[src/rtl/cdb_arbiter.sv]
// rtl/cdb_arbiter.sv - Common data bus arbiter with a registered broadcast stage
//
// Each cycle this block picks up to NUM_CDB valid functional-unit results and
// grants them. The granted packets are registered onto the broadcast ports on
// the same edge that advances the FU output registers, so a grant is seen on
// cdb_ports exactly one cycle later.
//
// Ports:
//   clk          - single clock, rising edge
//   rst          - asynchronous active-high reset
//   flush        - synchronous pipeline flush: no grants, empty broadcast
//   fu_results   - per-FU registered result; a request when is_valid is 1
//   fu_cdb_gnts  - per-FU grant, combinational from requests, flush and pointer
//   cdb_ports    - registered broadcast packets, one per common data bus
//
// Build option CDB_RR_PRIORITY_EN:
//   defined   - round-robin: scan starts at rr_ptr, which moves past the last
//               granted FU after every edge that grants without flush
//   undefined - fixed priority: scan always starts at FU 0; no pointer state

package cdb_pkg;
    typedef struct packed {
        logic        is_valid;
        logic [5:0]  rob_tag;
        logic [31:0] data;
    } writeback_packet_t;
endpackage

module cdb_arbiter
    import cdb_pkg::*;
#(
    parameter int NUM_FU  = 5,
    parameter int NUM_CDB = 2
) (
    input  logic              clk,
    input  logic              rst,
    input  logic              flush,
    input  writeback_packet_t fu_results [NUM_FU],
    output logic [NUM_FU-1:0] fu_cdb_gnts,
    output writeback_packet_t cdb_ports  [NUM_CDB]
);
    localparam int IDX_W = (NUM_FU > 1) ? $clog2(NUM_FU) : 1;

    logic [IDX_W-1:0]   scan_base;
    logic [NUM_FU-1:0]  gnt;
    logic [IDX_W-1:0]   port_src  [NUM_CDB];
    logic [NUM_CDB-1:0] port_used;
`ifdef CDB_RR_PRIORITY_EN
    logic [IDX_W-1:0]   last_gnt;
`endif

    writeback_packet_t  cdb_ports_d [NUM_CDB];
    writeback_packet_t  cdb_ports_q [NUM_CDB];

    // Scan all FUs starting at scan_base, wrapping past NUM_FU-1. The n-th
    // grant found is steered to broadcast port n.
    always_comb begin : scan
        int               n;
        int               idx;
        logic [IDX_W-1:0] idx_v;
        gnt       = '0;
        port_used = '0;
        n         = 0;
        idx       = 0;
        idx_v     = '0;
        for (int k = 0; k < NUM_CDB; k++) begin
            port_src[k] = '0;
        end
`ifdef CDB_RR_PRIORITY_EN
        last_gnt = '0;
`endif
        for (int i = 0; i < NUM_FU; i++) begin
            idx = int'(scan_base) + i;
            if (idx >= NUM_FU) begin
                idx = idx - NUM_FU;
            end
            idx_v = IDX_W'(idx);
            if (fu_results[idx_v].is_valid && (n < NUM_CDB)) begin
                gnt[idx_v] = 1'b1;
                for (int k = 0; k < NUM_CDB; k++) begin
                    if (k == n) begin
                        port_src[k]  = idx_v;
                        port_used[k] = 1'b1;
                    end
                end
`ifdef CDB_RR_PRIORITY_EN
                last_gnt = idx_v;
`endif
                n = n + 1;
            end
        end
    end

    // Grants are suppressed outright during reset and flush so no FU advances
    // its output register while the broadcast is being discarded.
    always_comb begin : gnt_out
        fu_cdb_gnts = gnt;
        if (flush || rst) begin
            fu_cdb_gnts = '0;
        end
    end

    always_comb begin : next_ports
        for (int k = 0; k < NUM_CDB; k++) begin
            cdb_ports_d[k] = '0;
            if (!flush && port_used[k]) begin
                cdb_ports_d[k] = fu_results[port_src[k]];
            end
        end
    end

    always_ff @(posedge clk or posedge rst) begin
        if (rst) begin
            for (int k = 0; k < NUM_CDB; k++) begin
                cdb_ports_q[k] <= '0;
            end
        end else begin
            for (int k = 0; k < NUM_CDB; k++) begin
                cdb_ports_q[k] <= cdb_ports_d[k];
            end
        end
    end

    assign cdb_ports = cdb_ports_q;

`ifdef CDB_RR_PRIORITY_EN
    logic [IDX_W-1:0] rr_ptr_d;
    logic [IDX_W-1:0] rr_ptr_q;

    // Flush leaves the pointer alone so fairness survives a squash.
    always_comb begin : next_ptr
        rr_ptr_d = rr_ptr_q;
        if (!flush && (|gnt)) begin
            if (int'(last_gnt) == NUM_FU - 1) begin
                rr_ptr_d = '0;
            end else begin
                rr_ptr_d = last_gnt + IDX_W'(1);
            end
        end
    end

    always_ff @(posedge clk or posedge rst) begin
        if (rst) begin
            rr_ptr_q <= '0;
        end else begin
            rr_ptr_q <= rr_ptr_d;
        end
    end

    assign scan_base = rr_ptr_q;
`else
    assign scan_base = '0;
`endif

endmodule

[config.mk]
export PLATFORM = sky130hd
export DESIGN_NAME = cdb_arbiter
export DESIGN_NICKNAME = d
export VERILOG_FILES = /design/src/rtl/cdb_arbiter.sv
export SDC_FILE = /design/constraint.sdc
export NUM_CORES = 1
export LEC_CHECK = 0
export CORE_ASPECT_RATIO = 1.75
export CORE_MARGIN = 5
export CORE_UTILIZATION = 40
export DETAILED_ROUTE_END_ITERATION = 6
export MAX_ROUTING_LAYER = met4
export PLACE_DENSITY = 0.93
export SETUP_SLACK_MARGIN = 0.15
export SLEW_MARGIN = 25
export SYNTH_ARGS = -nofsm -noshare
export SYNTH_HDL_FRONTEND = slang
export SYNTH_SLANG_ARGS = --single-unit
[constraint.sdc]
create_clock -name clk -period 3.4 [get_ports clk]
set_clock_uncertainty 0.05 [all_clocks]
set_input_delay 0.68 -clock clk [delete_from_list [all_inputs] [get_ports clk]]
set_output_delay 0.68 -clock clk [all_outputs]
set_load 0.03 [all_outputs]
# ---- Yosys cells after proc, flatten, opt, wreduce, memory -nomap -nowiden
# Cells that the tools add are included.
dict set report word_totals {
  reg_bits 78
  inputBits 198
  output_inout_bits 83
  word_cells 76
}
dict set report op_classes {
  add_sub_neg 3
  magnitude_cmp 6
  n_eq_ne 4
  mux 43
  bitwise_logic 2
  reduce_logical 12
}
# operator n
set ops {}
lappend ops {{39-bit binary-select mux with 3-bit select} 2}
lappend ops {{39-bit 2-to-1 mux} 6}
lappend ops {{32-bit zero test} 4}
lappend ops {{2-bit by 32-bit equality test with 1-bit output, first input constant} 3}
lappend ops {{32-bit by 3-bit less-than comparator with 1-bit output, second input constant} 3}
lappend ops {{32-bit 2-to-1 mux} 3}
lappend ops {{32-bit by 2-bit adder with 32-bit output, second input constant} 2}
lappend ops {{6-bit 2-to-1 mux} 4}
lappend ops {{3-bit 2-to-1 mux} 7}
lappend ops {{1-bit 2-to-1 mux} 13}
lappend ops {{2-bit 2-to-1 mux} 5}
lappend ops {{5-bit 2-to-1 mux} 2}
lappend ops {{4-bit greater-or-equal comparator, second input constant} 2}
lappend ops {{3-bit inverter with 4-bit output} 2}
lappend ops {{1-bit logical AND} 6}
lappend ops {{4-bit 2-to-1 mux} 1}
lappend ops {{1-bit by 1-bit adder with 2-bit output, second input constant} 1}
lappend ops {{1-bit by 2-bit less-than comparator with 1-bit output, second input constant} 1}
lappend ops {{1-bit equality test, first input constant} 1}
lappend ops {{1-bit zero test} 1}
lappend ops {{1-bit logical OR} 1}

# ---- Longest topological paths before layout
dict set report logic_depth {
  word_depth 18
  mapped_depth 14
  depth_no_buf 12
}

# ---- Worst setup path after synthesis
# OpenSTA, ideal clock, no wires.
dict set report synth_path {
  path_kind {input port to flip-flop}
  from {in fu_results[155] (netlist bit)}
  to {reg cdb_ports_q, in the netlist cdb_ports[14]}
  setup_ns 0.121
  arrival_time_ns 3.426
  required_time_ns 3.229
  slack_ns -0.197
  cell_stages 13
  n_path_buf 3
  path_cell_list {ha_1 -> buf_6 -> nand2b_1 -> xnor2_1 -> ha_1 -> nor2b_1 -> o21ai_0 -> nor2_4 -> o21ai_2 -> buf_6 -> buf_6 -> mux4_2 -> a22o_1}
}
# element line
set synth_lines {}
lappend synth_lines {{start, declared} 38} ;# input writeback_packet_t fu_results [NUM_FU],
lappend synth_lines {{end signal, assigned by index} 119} ;# cdb_ports_q[k] <= cdb_ports_d[k];
lappend synth_lines {{end, declared} 53} ;# writeback_packet_t cdb_ports_q [NUM_CDB];

# ---- Worst setup path after layout
dict set report layout_path {
  from {in fu_results[194] (netlist bit)}
  to {out fu_cdb_gnts[4]}
}
dict set report layout_via {
  elab_chain_len 14
  elab_cells_between_ends 17
  classes_between {3 x add/sub; 4 x order compare; 6 x mux; 4 x reduce/logical}
}
# element line
set layout_rtl {}
lappend layout_rtl {{1-bit 2-to-1 mux (*)} 78} ;# if (fu_results[idx_v].is_valid && (n < NUM_CDB)) begin
lappend layout_rtl {{1-bit by 2-bit less-than comparator with 1-bit output} 78}
lappend layout_rtl {{1-bit logical AND} 78}
lappend layout_rtl {{32-bit 2-to-1 mux (*)} 78}
lappend layout_rtl {{32-bit by 3-bit less-than comparator with 1-bit output} 78}
lappend layout_rtl {{1-bit logical AND} 78}
lappend layout_rtl {{32-bit 2-to-1 mux (*)} 78}
lappend layout_rtl {{32-bit by 3-bit less-than comparator with 1-bit output} 78}
lappend layout_rtl {{1-bit logical AND} 78}
lappend layout_rtl {{32-bit 2-to-1 mux (*)} 78}
lappend layout_rtl {{32-bit by 3-bit less-than comparator with 1-bit output (*)} 78}
lappend layout_rtl {{1-bit logical AND (*)} 78}
lappend layout_rtl {{5-bit 2-to-1 mux (*)} 78}
lappend layout_rtl {{5-bit 2-to-1 mux (*)} 98} ;# if (flush || rst) begin
lappend layout_rtl {{end, declared} 39} ;# output logic [NUM_FU-1:0] fu_cdb_gnts,
# Mark *: on every way between the ends. The rest lies on a longest branch, timed or not.

==> impl_metrics.py <==
metrics = {
    "detailed_routing": {
        "drt_wl_total_um": 24200,
        "first_iter_violations": 365,
        "dr_total_vias": 5400,
        "ratio_of_routed_vias_to_standard_cells": 6.14,
        "antenna_left": 0,
        "detailedRoute.firstPassIterationCount": 6,
        "drt_drc_violations_left": 0,
        "wl_per_cell_um": 27.6,
    },
    "yosys": {
        "ys_warn_count": 0,
        "syn-instance-count": 384,
        "post_synthesis_mean_instance_area_um2": 13.7,
        "ys_seq_area_share_pct": 37.2,
        "synth.distinct_cells": 53,
        "synth-seq-cells": 78,
        "synth.net_count": 590,
        "post_synth_instance_area_um2": 5250,
        "synth_edf_count": 0,
        "async_reset_ff_share_pct": 100,
        "primary_flip_flop_cell_chosen_by_synthesis_mapping": "sky130_fd_sc_hd__dfrtp_1",
    },
    "global_routing": {
        "grt_antenna_before_repair": 0,
        "first_global_vias": 6045,
        "gr-usage-met1_pct": 32.0,
        "grt_busiest_layer": "met2",
        "global_route.overflow_total": 0,
        "grt_first_pass_wirelength_um": 35600,
        "global_route.usage.met2_pct": 54.8,
        "globalRouteMet3Util_pct": 6.80,
        "largest_net_degree_at_the_start_of_global_routing": 42,
        "track_usage_pct": 32.2,
    },
    "sta": {
        "finalHoldViolations": 0,
        "fmax_mhz": 311,
        "fin_crit_ns": 3.22,
        "max_slew.worst_pin.slew_ns": 0.973,
        "fin_crit_sh_pct": 94.6,
        "grt_setup_unrepaired": "no",
        "setup_violations": 0,
        "final_critical_path_setup_slack_ns": 0.183,
        "pins_over_their_slew_limit": 0,
        "slew_headroom_pct": 35.0,
    },
    "min_path": {
        "hold-path-cell-count": 3,
        "worstHoldPathType": "in -> reg",
    },
    "power_and_ir_drop": {
        "power_frac_comb_pct": 42.2,
        "switching_share_pct": 32.2,
        "total_switching_power_mw": 1.13,
        "maximum_resistive_drop_on_vdd_mv": 0.217,
        "share_clk_of_total_power_pct": 27.7,
        "cellPowerDensity_nw_per_um2": 386,
        "pwr-share-seq_pct": 30.1,
        "internal_power_mw": 2.38,
        "p_leak_nw": 3.69,
    },
    "final_layout": {
        "finish.net_count": 909,
        "syn_to_final_growth_pct": 73.4,
        "final_core_util_pct": 70.3,
        "share_of_layout_cells_above_drive_strength_1_pct": 25.0,
        "antennaDiodeCount": 0,
        "largest_register_ff_count": 78,
        "layoutNonFillerInstCount": 879,
    },
    "die": {
        "die_y_um": 162,
        "floorplan.io_pins": 281,
        "starting_density_of_the_core_pct": 40.6,
        "die_area_um2": 15600,
        "std_cell_rows": 55,
        "die-width_um": 96.6,
        "core_area_um2": 12900,
    },
    "clocking": {
        "cts.root.buffer_cell": "sky130_fd_sc_hd__clkbuf_16",
        "cts_htree_levels": 3,
        "cts.sink_count": 78,
        "numCtsBuffers": 9,
        "cts_max_path_buffers": 2,
        "clk_pin_slew_worst_paths_ns": 0.06,
        "cts_tree": "done",
        "cts_hold_repair.buffers": 0,
    },
    "critical_path": {
        "timing.critical_path.from_type": "input pin",
        "crit_fanout": 4,
        "element_type_at_the_critical_path_end": "output pin",
        "critPathArrivalTime_ns": 2.49,
        "required_ns": 2.67,
        "crit_type": "in -> out",
    },
    "job": {
        "cap_viol_max_count": 0,
    },
    "placed_design": {
        "gp_routability_congestion": 0.965,
        "detailed_place_hpwl_um": 19200,
        "buffer_ports.inserted": 280,
        "post-place-cells": 861,
        "preCtsSetupSlack_ns": -0.526,
    },
    "status": {
        "outcome": "complete, no violations",
    },
}
==> worst paths after layout <==
check                                start                      end
setup / recovery           fu_results[194]           fu_cdb_gnts[4]
min in group asynchronous              rst  cdb_ports[62]$_DFF_PP0_
hold / removal              fu_results[12]  cdb_ports[12]$_DFF_PP0_
max in group asynchronous              rst  cdb_ports[12]$_DFF_PP0_
==> per-layer routing <==
layer,share of wire (%),up-vias
met4,7.0,0
met3,8.1,114
met5,0,-
li1,-,2238
met2,54,393
met1,31,2655
==> power by group through the flow <==
stage	clock network, mW	logic [mW]	registers [mW]
floorplan	0	0.562	1.27
global placement	0	1.42	1.07
global route	1.03	1.55	1.07
CTS	0.991	1.47	1.06
detailed placement	0	1.46	1.07
finish	0.974	1.48	1.06
==> worst max-delay path, cell delays in order <==
cell and delay (ns):
sky130_fd_sc_hd__buf_4 0.14, sky130_fd_sc_hd__ha_4 0.16, sky130_fd_sc_hd__nand2b_4 0.16, sky130_fd_sc_hd__xnor2_4 0.15, sky130_fd_sc_hd__ha_4 0.27, sky130_fd_sc_hd__nor2b_4 0.14, sky130_fd_sc_hd__o21ai_4 0.06, sky130_fd_sc_hd__buf_4 0.14
sky130_fd_sc_hd__or2_4 0.25, sky130_fd_sc_hd__nor3_2 0.17, sky130_fd_sc_hd__buf_4 0.18
==> logic make-up after synthesis <==
family,Yosys count,synth area share [%]
buffers and inverters,44,4.84
multiplexers,81,31.2
adder cells (fa/ha/maj),8,1.91
AO/OA/AOI/OAI,115,18.3
AND/OR/NAND/NOR,57,6.39
XOR/XNOR,1,0.167
flip-flops,78,37.2
==> cell usage after synthesis (2+ instances only) <==
library cell,count,share of area (%)
sky130_fd_sc_hd__nand2_1,11,0.79
sky130_fd_sc_hd__o21ai_0,8,0.76
sky130_fd_sc_hd__nor3_1,8,0.76
sky130_fd_sc_hd__or3_1,2,0.24
sky130_fd_sc_hd__a21oi_1,10,0.95
sky130_fd_sc_hd__nand2b_1,3,0.36
sky130_fd_sc_hd__or4_1,4,0.57
sky130_fd_sc_hd__a2111oi_0,4,0.67
sky130_fd_sc_hd__clkbuf_1,10,0.72
sky130_fd_sc_hd__buf_2,14,1.3
sky130_fd_sc_hd__and2_1,4,0.48
sky130_fd_sc_hd__nor2_1,10,0.72
sky130_fd_sc_hd__a22oi_1,4,0.57
sky130_fd_sc_hd__a2111oi_1,2,0.38
sky130_fd_sc_hd__buf_4,3,0.43
sky130_fd_sc_hd__mux4_1,3,1.5
sky130_fd_sc_hd__a31oi_1,2,0.24
sky130_fd_sc_hd__mux4_2,62,27
sky130_fd_sc_hd__a22o_1,64,11
sky130_fd_sc_hd__a32o_1,4,0.76
sky130_fd_sc_hd__inv_1,8,0.57
sky130_fd_sc_hd__o2bb2ai_1,2,0.33
sky130_fd_sc_hd__a211oi_1,2,0.29
sky130_fd_sc_hd__buf_6,8,1.7
sky130_fd_sc_hd__nor3b_1,2,0.29
sky130_fd_sc_hd__dfrtp_1,78,37
sky130_fd_sc_hd__mux2i_1,16,3.1
sky130_fd_sc_hd__a221o_1,4,0.76
sky130_fd_sc_hd__ha_1,8,1.9
==> cell type report <==
type                    count  area, um^2
fillers                   913        3840
repair buffers            343        3400
clock buffers              10         229
multi-input cells         262        3200
well taps                 171         214
inverters                   9        35.0
clock inverters             6        68.8
flip-flops and latches     78        1950
==> layout by cell type, fill, tap and decap left out, types with 4 or more instances in the layout <==
| cell type | synthesis | layout |
|---|---|---|
| sky130_fd_sc_hd__a2111oi_0 | 4 | 4 |
| sky130_fd_sc_hd__a21oi_1 | 10 | 10 |
| sky130_fd_sc_hd__a221o_1 | 4 | 4 |
| sky130_fd_sc_hd__a22o_1 | 64 | 64 |
| sky130_fd_sc_hd__a22oi_1 | 4 | 4 |
| sky130_fd_sc_hd__a32o_1 | 4 | 4 |
| sky130_fd_sc_hd__and2_1 | 4 | 4 |
| sky130_fd_sc_hd__buf_12 | 0 | 11 |
| sky130_fd_sc_hd__buf_4 | 3 | 56 |
| sky130_fd_sc_hd__clkbuf_16 | 0 | 9 |
| sky130_fd_sc_hd__clkdlybuf4s50_1 | 0 | 275 |
| sky130_fd_sc_hd__dfrtp_1 | 78 | 78 |
| sky130_fd_sc_hd__ha_4 | 0 | 4 |
| sky130_fd_sc_hd__inv_1 | 8 | 5 |
| sky130_fd_sc_hd__mux2i_1 | 16 | 16 |
| sky130_fd_sc_hd__mux4_2 | 62 | 62 |
| sky130_fd_sc_hd__nand2_1 | 11 | 10 |
| sky130_fd_sc_hd__nor2_1 | 10 | 8 |
| sky130_fd_sc_hd__nor3_1 | 8 | 5 |
| sky130_fd_sc_hd__o21ai_0 | 8 | 7 |
| sky130_fd_sc_hd__or4_1 | 4 | 4 |
==> stage by stage <==
stage          setup TNS (ns)  power, mW  hold WS (ns)  area (um^2)
5_1_grt                     0       3.65         0.906         9100
3_3_place_gp           -26.85       2.49          1.22         8760
4_1_cts                     0       3.52         0.873         9060
6_report                    0       3.52         0.886         9100
2_1_floorplan               0       1.83         0.758         5360
3_5_place_dp           -30.11       2.53          1.23         8760
==> what timing repair did <==
| action | CTS | global route |
|---|---|---|
| gates resized for setup | 12 | 7 |
| setup endpoints to repair | 77 | 1 |
| pin swaps | 0 | 6 |
| buffers inserted | 0 | 2 |
Note: power is estimated with default switching activity, not from simulation.
